[src/rtl/inst_loader_pkg.sv]
`default_nettype none
// ============================================================================
//  Module   : inst_loader_pkg
//  Brief    : Shared constants and FSM state encoding for the instruction
//             memory boot loader.
//  Options  : INST_LOADER_CHECKSUM_EN (checksum trailer after the image)
//  Revision : 1.0  initial release
// ============================================================================
package inst_loader_pkg;

  localparam int CPU_WIDTH           = 32;
  localparam int INST_MEM_ADDR_WIDTH = 5;
  localparam int INST_MEM_ADDR_DEPTH = 1 << INST_MEM_ADDR_WIDTH;

  // S_CSUM is only reachable when the checksum option is compiled in.
  typedef enum logic [2:0] {
    S_IDLE  = 3'd0,
    S_LEN   = 3'd1,
    S_DATA  = 3'd2,
    S_WRITE = 3'd3,
    S_FIN   = 3'd4,
    S_CSUM  = 3'd5
  } state_t;

endpackage
`default_nettype wire

[src/rtl/inst_loader_word_packer.sv]
`default_nettype none
// ============================================================================
//  Module   : word_packer
//  Brief    : Shifts bytes into a little-endian word. The word output already
//             includes the byte being pushed, so when full pulses the complete
//             word is visible in the same cycle as its last byte.
//  Revision : 1.0  initial release
// ============================================================================
module word_packer
  import inst_loader_pkg::*;
(
  input  logic                 clk,
  input  logic                 rst_n,
  input  logic                 clr,
  input  logic                 push,
  input  logic [7:0]           byte_in,   // "byte" is a reserved word in SV
  output logic [CPU_WIDTH-1:0] word,
  output logic                 full
);

  logic [CPU_WIDTH-1:0] shreg;
  logic [1:0]           cnt;

  // Each new byte enters at the top so the first byte ends up in [7:0].
  always_ff @(posedge clk or negedge rst_n) begin
    if (!rst_n) begin
      shreg <= '0;
      cnt   <= 2'd0;
    end else if (clr) begin
      shreg <= '0;
      cnt   <= 2'd0;
    end else if (push) begin
      shreg <= {byte_in, shreg[CPU_WIDTH-1:8]};
      cnt   <= cnt + 2'd1;
    end
  end

  assign word = push ? {byte_in, shreg[CPU_WIDTH-1:8]} : shreg;
  assign full = push && (cnt == 2'd3);

endmodule
`default_nettype wire

[src/rtl/inst_loader.sv]
`default_nettype none
// ============================================================================
//  Module   : inst_loader
//  Brief    : Boot-time instruction memory writer. Receives a length-prefixed
//             little-endian byte stream and writes consecutive words from
//             address 0 while holding the core in reset.
//  Options  : INST_LOADER_CHECKSUM_EN adds a 4-byte checksum trailer that must
//             equal the 32-bit sum of all written words.
//  Revision : 1.0  initial release
// ============================================================================
module inst_loader
  import inst_loader_pkg::*;
(
  input  logic                           clk,
  input  logic                           rst_n,
  input  logic                           start,
  input  logic                           byte_vld,
  input  logic [7:0]                     byte_data,
  output logic                           byte_rdy,
  output logic                           wr_en,
  output logic [INST_MEM_ADDR_WIDTH-1:0] wr_addr,
  output logic [CPU_WIDTH-1:0]           wr_data,
  output logic                           busy,
  output logic                           done,
  output logic                           err,
  output logic                           cpu_hold
);

  // One extra index bit so a full-depth image terminates without wrapping.
  localparam int                   IW      = INST_MEM_ADDR_WIDTH + 1;
  localparam logic [CPU_WIDTH-1:0] DEPTH_W = CPU_WIDTH'(INST_MEM_ADDR_DEPTH);

  state_t               state;
  logic [IW-1:0]        idx;
  logic [IW-1:0]        n_words;
  logic [IW-1:0]        idx_nxt;
  logic                 push;
  logic                 full;
  logic [CPU_WIDTH-1:0] word;
`ifdef INST_LOADER_CHECKSUM_EN
  logic [CPU_WIDTH-1:0] csum;
`endif

  // byte_rdy is a register, so the only input-to-output dependency is registered.
  assign push    = byte_vld & byte_rdy;
  assign idx_nxt = idx + IW'(1);

  word_packer u_packer (
    .clk     (clk),
    .rst_n   (rst_n),
    .clr     (state == S_IDLE),
    .push    (push),
    .byte_in (byte_data),
    .word    (word),
    .full    (full)
  );

  // Load sequencer with all outputs registered alongside the state.
  always_ff @(posedge clk or negedge rst_n) begin
    if (!rst_n) begin
      state    <= S_IDLE;
      idx      <= '0;
      n_words  <= '0;
      byte_rdy <= 1'b0;
      wr_en    <= 1'b0;
      wr_addr  <= '0;
      wr_data  <= '0;
      busy     <= 1'b0;
      done     <= 1'b0;
      err      <= 1'b0;
      cpu_hold <= 1'b0;
`ifdef INST_LOADER_CHECKSUM_EN
      csum     <= '0;
`endif
    end else begin
      wr_en <= 1'b0;
      done  <= 1'b0;
      case (state)
        S_IDLE: begin
          if (start) begin
            state    <= S_LEN;
            idx      <= '0;
            wr_addr  <= '0;
            err      <= 1'b0;
            byte_rdy <= 1'b1;
            busy     <= 1'b1;
            cpu_hold <= 1'b1;
`ifdef INST_LOADER_CHECKSUM_EN
            csum     <= '0;
`endif
          end
        end
        S_LEN: begin
          if (full) begin
            if (word == '0) begin
`ifdef INST_LOADER_CHECKSUM_EN
              state    <= S_CSUM;
`else
              state    <= S_FIN;
              byte_rdy <= 1'b0;
              done     <= 1'b1;
              cpu_hold <= 1'b0;
`endif
            end else if (word > DEPTH_W) begin
              state    <= S_IDLE;
              err      <= 1'b1;
              byte_rdy <= 1'b0;
              busy     <= 1'b0;
              cpu_hold <= 1'b0;
            end else begin
              state   <= S_DATA;
              n_words <= word[IW-1:0];
            end
          end
        end
        S_DATA: begin
          if (full) begin
            state    <= S_WRITE;
            byte_rdy <= 1'b0;
            wr_en    <= 1'b1;
            wr_addr  <= idx[INST_MEM_ADDR_WIDTH-1:0];
            wr_data  <= word;
          end
        end
        S_WRITE: begin
          idx <= idx_nxt;
`ifdef INST_LOADER_CHECKSUM_EN
          csum <= csum + wr_data;
`endif
          if (idx_nxt == n_words) begin
`ifdef INST_LOADER_CHECKSUM_EN
            state    <= S_CSUM;
            byte_rdy <= 1'b1;
`else
            state    <= S_FIN;
            done     <= 1'b1;
            cpu_hold <= 1'b0;
`endif
          end else begin
            state    <= S_DATA;
            byte_rdy <= 1'b1;
          end
        end
`ifdef INST_LOADER_CHECKSUM_EN
        S_CSUM: begin
          if (full) begin
            byte_rdy <= 1'b0;
            cpu_hold <= 1'b0;
            if (word == csum) begin
              state <= S_FIN;
              done  <= 1'b1;
            end else begin
              state <= S_IDLE;
              err   <= 1'b1;
              busy  <= 1'b0;
            end
          end
        end
`endif
        S_FIN: begin
          state <= S_IDLE;
          busy  <= 1'b0;
        end
        default: begin
          state    <= S_IDLE;
          byte_rdy <= 1'b0;
          busy     <= 1'b0;
          cpu_hold <= 1'b0;
        end
      endcase
    end
  end

endmodule
`default_nettype wire

[config.mk]
export PLATFORM = sky130hd
export DESIGN_NAME = inst_loader
export DESIGN_NICKNAME = d
export VERILOG_FILES = /design/src/rtl/inst_loader_pkg.sv /design/src/rtl/inst_loader_word_packer.sv /design/src/rtl/inst_loader.sv
export SDC_FILE = /design/constraint.sdc
export NUM_CORES = 1
export LEC_CHECK = 0
export ABC_AREA = 1
export CORE_ASPECT_RATIO = 0.5
export CORE_MARGIN = 4
export CORE_UTILIZATION = 30
export DETAILED_ROUTE_END_ITERATION = 10
export DONT_BUFFER_PORTS = 1
export HOLD_SLACK_MARGIN = 0.08
export MAX_ROUTING_LAYER = met4
export PLACE_DENSITY = 0.41
export SLEW_MARGIN = 40
export SYNTH_ARGS = -nofsm -noshare
export SYNTH_HDL_FRONTEND = slang
export SYNTH_SLANG_ARGS = --single-unit
export TNS_END_PERCENT = 20
[constraint.sdc]
create_clock -name clk -period 2.26 [get_ports clk]
set_input_delay 0.452 -clock clk [delete_from_list [all_inputs] [get_ports clk]]
set_output_delay 0.452 -clock clk [all_outputs]
set_load 0.01 [all_outputs]
==> flow_metrics.env, run 1 <==
export IMPL_route_detailed_wl_per_inst_um=14.3
export IMPL_r2r_start="byte_rdy"
export IMPL_crit_path_max_delay_family="simple AND/OR/NAND/NOR gates"
export IMPL_drt_first_iter_violations=173
export IMPL_post_cts_setup_buffer_count=0
export IMPL_numCtsBuffers=9
export IMPL_dr_total_vias=3074
export IMPL_seq_area_frac_synth_pct=54.7
export IMPL_core_mm2=0.0136
export IMPL_period_share_pct=92.2
export IMPL_critPathArrivalTime_ps=2300
export IMPL_startpoint_type="register"
export IMPL_total_overflow_reported_by_the_global_router=0
export IMPL_die_w_um=175
export IMPL_yosys_cell_types_count=31
export IMPL_slew_violations=0
export IMPL_first_global_vias=3123
export IMPL_area_growth_pct=11.8
export IMPL_worst_slew_margin_pct=69.2
export IMPL_synth_edff_count=0
export IMPL_layout_cells_most_common_list="138 x nand2_1, 91 x dfrtp_1, 61 x inv_1"
export IMPL_cts_sinks=92
export IMPL_power_consumption_w=0.00527
export IMPL_grt_antenna_before_repair=0
export IMPL_slowest_stage_delay_cp_ps=480
export IMPL_final_instance_count_excl_fill=700
export IMPL_worst_path_max_fanout=20
export IMPL_drt_total_wl_um=10000
export IMPL_drt_pass1_iterations=4
export IMPL_synth_seq_cells=92
export IMPL_first_pass_grt_wire_length_um=16400
export IMPL_nets=517
export IMPL_die_area_mm2=0.0161
export IMPL_min_path_type="in2async"
export IMPL_worst_setup_path_type="reg2reg"
export IMPL_timing_worst_slew_pin_value_ps=459
export IMPL_synth_net_count=516
export IMPL_antennaDiodeCount=0
export IMPL_critical_path_most_common_cell="nand2_1"
export IMPL_timing_final_crit_period_ps=2080
export IMPL_pin_count_of_the_biggest_net_entering_global_routing=93
export IMPL_clock_fmax_mhz=480
export IMPL_clkSlewWorstSetupHoldPaths_ps=70
export IMPL_detail_route_drc_violations=0
export IMPL_syn_avg_cell_area_um2=8.38
export IMPL_timing_startpoint_of_the_critical_path="byte_rdy"
export IMPL_maxCapViolCount=0
export IMPL_failed_checks="hold timing"
export IMPL_syn_area_mm2=0.00421
export IMPL_p_per_area_mw_per_mm2=1120
export IMPL_timing_critical_path_buf_inv=0
export IMPL_placed_cells_incl_taps=684
export IMPL_cts_htree_levels=3
export IMPL_globalRouteTotalUtil_pct=13.1
export IMPL_drive_gt1_share_pct=9.65
export IMPL_chipHeight_um=91.7
export IMPL_cts_path_max_buffers=2
export IMPL_peak_supply_drop_v=0.000380
export IMPL_port_buffer_count=0
export IMPL_synthesis_instances=502
export IMPL_cts_tree="done"
export IMPL_floorplan_initialDensity_pct=30.9
export IMPL_io_pin_count=55
export IMPL_finalSetupViolCount=0
export IMPL_slowest_stage="dfrtp_2"
export IMPL_final_hold_viol_count=92
export IMPL_async_reset_ff_share_pct=100
export IMPL_end_kind="register"
export IMPL_worst_ep_required_ps=2480
export IMPL_clock_skew_final_ps=9.67
export IMPL_crit_path_cell_trace="nand2_4 -> o21ai_1 -> nand2_1 -> nor2_1 -> nand2_1 -> nor2_4 -> nand4_1 -> nand3_1 -> nand2_1"
export IMPL_clk_root_buffer_cell="clkbuf_16"
export IMPL_hold_ws_ps=-192
export IMPL_route_detailed_vias_per_inst=4.39
export IMPL_total_number_of_yosys_warnings=0
export IMPL_outcome="finished, violations left"
export IMPL_placement_rows=30
export IMPL_dp_hpwl_um=6850
export IMPL_ys_dominant_reg_cell="dfrtp_1"
export IMPL_antenna_left=0
export IMPL_worst_skew_pair_late_latency_ps=340
export IMPL_mostFrequentLayoutCell="nand2_1"
export IMPL_power_static_leakage_nw=2.39
export IMPL_gp_congestion=0.812
[final cells by class]
type                            instances  area [µm²]
Clock buffer                           12         267
Multi-Input combinational cell        326        1530
Clock inverter                          4        30.0
Tap cell                              192         240
Timing Repair Buffer                   10        91.3
Fill cell                            1425        8930
Sequential cell                        92        2300
Inverter                               64         240
[power by group]
part           total, W  leakage, nW  internal [W]  switching, W
registers       0.00217         1.24       0.00196      0.000210
clock network   0.00150        0.145      0.000841      0.000655
logic           0.00160        0.997      0.000521       0.00108
total           0.00527         2.39       0.00332       0.00195
[kinds of logic (layout without fill, tap and decap cells)]
kind of cell,Yosys count,after routing,synth area share [%]
and+or+nand+nor,248,249,24.7
buffers and inverters,85,90,9.37
AOI/OAI and AO/OA,72,72,9.94
adders and majority gates,2,2,0.595
DFF,92,92,54.7
xor gates and xnor gates,3,3,0.625
[layer usage]
metal / vias to the layer above / share of wire (%) / GRT usage, %
li1: 1581 / - / -
met1: 1441 / 52 / 17.6
met2: 44 / 43 / 19.6
met3: 8 / 4.7 / 3.95
met4: 0 / 1.1 / 3.31
met5: - / 0 / -
[cell usage after synthesis (all sizes together), types with 3 or more instances]
library cell,number,area (µm²)
o22ai,3,18.8
nor2,61,236
nand3b,4,30.0
nand3,35,175
nand4,5,37.5
buf,10,113
clkbuf,11,41.3
o21ai,66,379
inv,63,236
dfrtp,92,2300
nand2,139,538
[registers in the layout (all words and copies together) (netlist names)]
register and count:
err 1, state 3, n_words 6, u_packer.cnt 2, done 1, wr_data 32
wr_en 1, u_packer.shreg 32, byte_rdy 1, idx 6, wr_addr 5, busy 1
cpu_hold 1
[metrics by stage]
step           hold slack [ps]  TNS (ps)  worst slack, ps  cell area, µm²  util [%]
2_1_floorplan              156         0              342            4210         -
4_1_cts                   -215         0              177            4690      34.4
3_3_place_gp               160         0              192            4390      32.2
3_5_place_dp               159         0              183            4390      32.2
6_report                  -192         0              176            4700      34.5
5_1_grt                   -215     -13.2            -8.00            4700      34.5
[final timing paths]
kind / end / slack, ps / cells after the start
min in group clk: u_packer.shreg[30] / 290 / 2
hold reg to reg: n_words[0] / 510 / 2
setup reg to reg: byte_rdy / 180 / 9
setup / recovery: byte_rdy / 180 / 9
max in group asynchronous: byte_rdy / 2250 / 0
hold / removal: wr_data[27] / -190 / 0
[worst register-to-register path, stage by stage (launching register included)]
cell	delay, ps
dfrtp_2	480
nand2_4	200
o21ai_1	270
nand2_1	100
nor2_1	180
nand2_1	110
nor2_4	170
nand4_1	230
nand3_1	160
nand2_1	80
[what timing repair did]
item | 4_1_cts | 5_1_grt
gates resized for setup | 0 | 3
endpoints found under the hold margin | 92 | 92
setup endpoints to repair | 0 | 9
Power figures use the tool's default switching activity.
==> run 2: changes to the inputs <==
Settings changed: MAX_ROUTING_LAYER met4 to default.
==> run 2 against run 1 <==
Net effect:
- the run still ends with hold timing left
- sequential power is essentially flat
- global-route usage down 0.36 points
- clock power barely moved
- highest routed layer unchanged
- power fell by 0.13%
- core utilization is the same
- flip-flop and latch count is the same
- die area is the same
- non-clock buffer count did not move
- clock-buffer cell count unchanged
- combinational power about the same
==> flow_metrics.env, run 2 (synthesized netlist as in run 1, its figures left out) <==
export IMPL_outcome="finished, violations left"
export IMPL_failed_checks="hold timing"
export IMPL_cts_sinks=92
export IMPL_timing_critical_path_buf_inv=0
export IMPL_detail_route_drc_violations=0
export IMPL_die_area_mm2=0.0161
export IMPL_power_switching_w=0.00194
export IMPL_die_w_um=175
export IMPL_post_cts_setup_buffer_count=0
export IMPL_crit_path_cell_trace="nand2_4 -> o21ai_1 -> nand2_1 -> nor2_1 -> nand3_1 -> nor2_4 -> nand4_1 -> nand3_1 -> nand2_1"
export IMPL_worstSetupPathDepth=9
export IMPL_seqPwrFrac_pct=41.2
export IMPL_min_path_type="in2async"
export IMPL_chipHeight_um=91.7
export IMPL_drt_pass1_iterations=4
export IMPL_drt_first_iter_violations=157
export IMPL_timing_reg2reg_setup_slack_ps=180
export IMPL_slowest_stage_delay_cp_ps=480
export IMPL_internal_power_w=0.00332
export IMPL_cts_tree="done"
export IMPL_worst_setup_path_type="reg2reg"
export IMPL_p_per_area_mw_per_mm2=1120
export IMPL_critPathArrivalTime_ps=2290
export IMPL_grt_antenna_before_repair=0
export IMPL_end_kind="register"
export IMPL_hold_ws_ps=-194
export IMPL_route_detailed_wl_per_inst_um=14.3
export IMPL_area_growth_pct=11.8
export IMPL_clock_fmax_mhz=481
export IMPL_clkSlewWorstSetupHoldPaths_ps=70
export IMPL_power_static_leakage_nw=2.39
export IMPL_worst_path_max_fanout=20
export IMPL_worst_slew_margin_pct=69.8
export IMPL_placement_rows=30
export IMPL_io_pin_count=55
export IMPL_placed_cells_incl_taps=684
export IMPL_gp_congestion=0.801
export IMPL_r2r_start="byte_rdy"
export IMPL_worst_ep_required_ps=2480
export IMPL_timing_worst_slew_pin_value_ps=450
export IMPL_drt_total_wl_um=9990
export IMPL_dp_hpwl_um=6850
export IMPL_power_switching_share_pct=36.9
export IMPL_clk_root_buffer_cell="clkbuf_16"
export IMPL_cts_path_max_buffers=2
export IMPL_first_pass_grt_wire_length_um=16400
export IMPL_timing_setup_tns_ps=0
export IMPL_core_mm2=0.0136
export IMPL_critical_path_reg2reg_endpoint="byte_rdy"
export IMPL_finalSetupViolCount=0
export IMPL_finish_utilization_pct=34.5
export IMPL_mostFrequentLayoutCell="nand2_1"
export IMPL_timing_final_crit_period_ps=2080
export IMPL_combPwrFrac_pct=30.4
export IMPL_clock_skew_final_ps=10.1
export IMPL_first_global_vias=3127
export IMPL_worst_skew_pair_late_latency_ps=340
export IMPL_maxCapViolCount=0
export IMPL_drive_gt1_share_pct=9.65
export IMPL_numCtsBuffers=9
export IMPL_route_detailed_vias_per_inst=4.37
export IMPL_peak_supply_drop_v=0.000380
export IMPL_layout_cells_most_common_list="138 x nand2_1, 91 x dfrtp_1, 61 x inv_1"
export IMPL_reg_largest_list="u_packer.shreg (32), wr_data (32)"
export IMPL_total_overflow_reported_by_the_global_router=0
export IMPL_crit_path_max_delay_family="simple AND/OR/NAND/NOR gates"
export IMPL_timing_startpoint_of_the_critical_path="byte_rdy"
export IMPL_startpoint_type="register"
export IMPL_pin_count_of_the_biggest_net_entering_global_routing=93
export IMPL_cts_htree_levels=3
export IMPL_final_fill_count=1425
export IMPL_dr_total_vias=3059
export IMPL_final_instance_count_excl_fill=700
export IMPL_nets=517
export IMPL_worst_setup_endpoint="byte_rdy"
export IMPL_globalRouteTotalUtil_pct=12.8
export IMPL_antenna_left=0
export IMPL_final_hold_viol_count=92
export IMPL_clkPwrFrac_pct=28.4
export IMPL_reg2reg_depth=9
export IMPL_period_share_pct=91.9
export IMPL_floorplan_initialDensity_pct=30.9
export IMPL_antennaDiodeCount=0
export IMPL_slowest_stage="dfrtp_2"
export IMPL_slew_violations=0
export IMPL_port_buffer_count=0
-- run 2: cell counts in the layout (fill, tap and decap cells not counted) --
No cell type changed its count.
-- run 2: timing repair --
item                                    4_1_cts  5_1_grt
endpoints found under the hold margin        92       92
endpoints found under the setup margin        0        9
gates resized for setup                       0        3
-- run 2: power by group through the flow --
| stage | registers (W) | clock network (W) | logic, W |
|---|---|---|---|
| after floorplan | 0.00212 | 0 | 0.00123 |
| after global placement | 0.00219 | 0 | 0.00162 |
| after detailed placement | 0.00219 | 0 | 0.00162 |
| after CTS | 0.00216 | 0.00155 | 0.00163 |
| after global routing | 0.00220 | 0.00161 | 0.00189 |
| final | 0.00217 | 0.00150 | 0.00160 |
-- run 2: area by class of cell --
type	count	area, µm²	share of cell area [%]
multi-input combinational	326	1530	32.5
clock buffer	12	267	5.67
inverter	64	240	5.11
tap	192	240	5.11
timing repair buffer	10	91.3	1.94
sequential	92	2300	49.0
clock inverter	4	30.0	0.639
-- run 2: per-stage QoR --
step,total power (W),cell area (µm²),worst slack (ps)
floorplan,0.00336,4210,342
global placement,0.00382,4390,192
finish,0.00526,4700,182
CTS,0.00534,4690,177
detailed placement,0.00381,4390,183
global route,0.00570,4700,-7.51
-- run 2: layer usage --
metal,track usage [%],share of wire (%)
met1,17.5,51
met4,3.31,0.59
met5,0,0
met3,4.12,4.9
met2,19.6,44
-- run 2: worst min-delay path by stage --
stage,start,to,slack [ps]
global placement,rst_n,wr_data[30],160
finish,rst_n,wr_data[30],-190
detailed placement,rst_n,wr_data[30],160
global route,rst_n,wr_data[26],-220
floorplan,rst_n,busy,160
CTS,rst_n,wr_data[26],-220
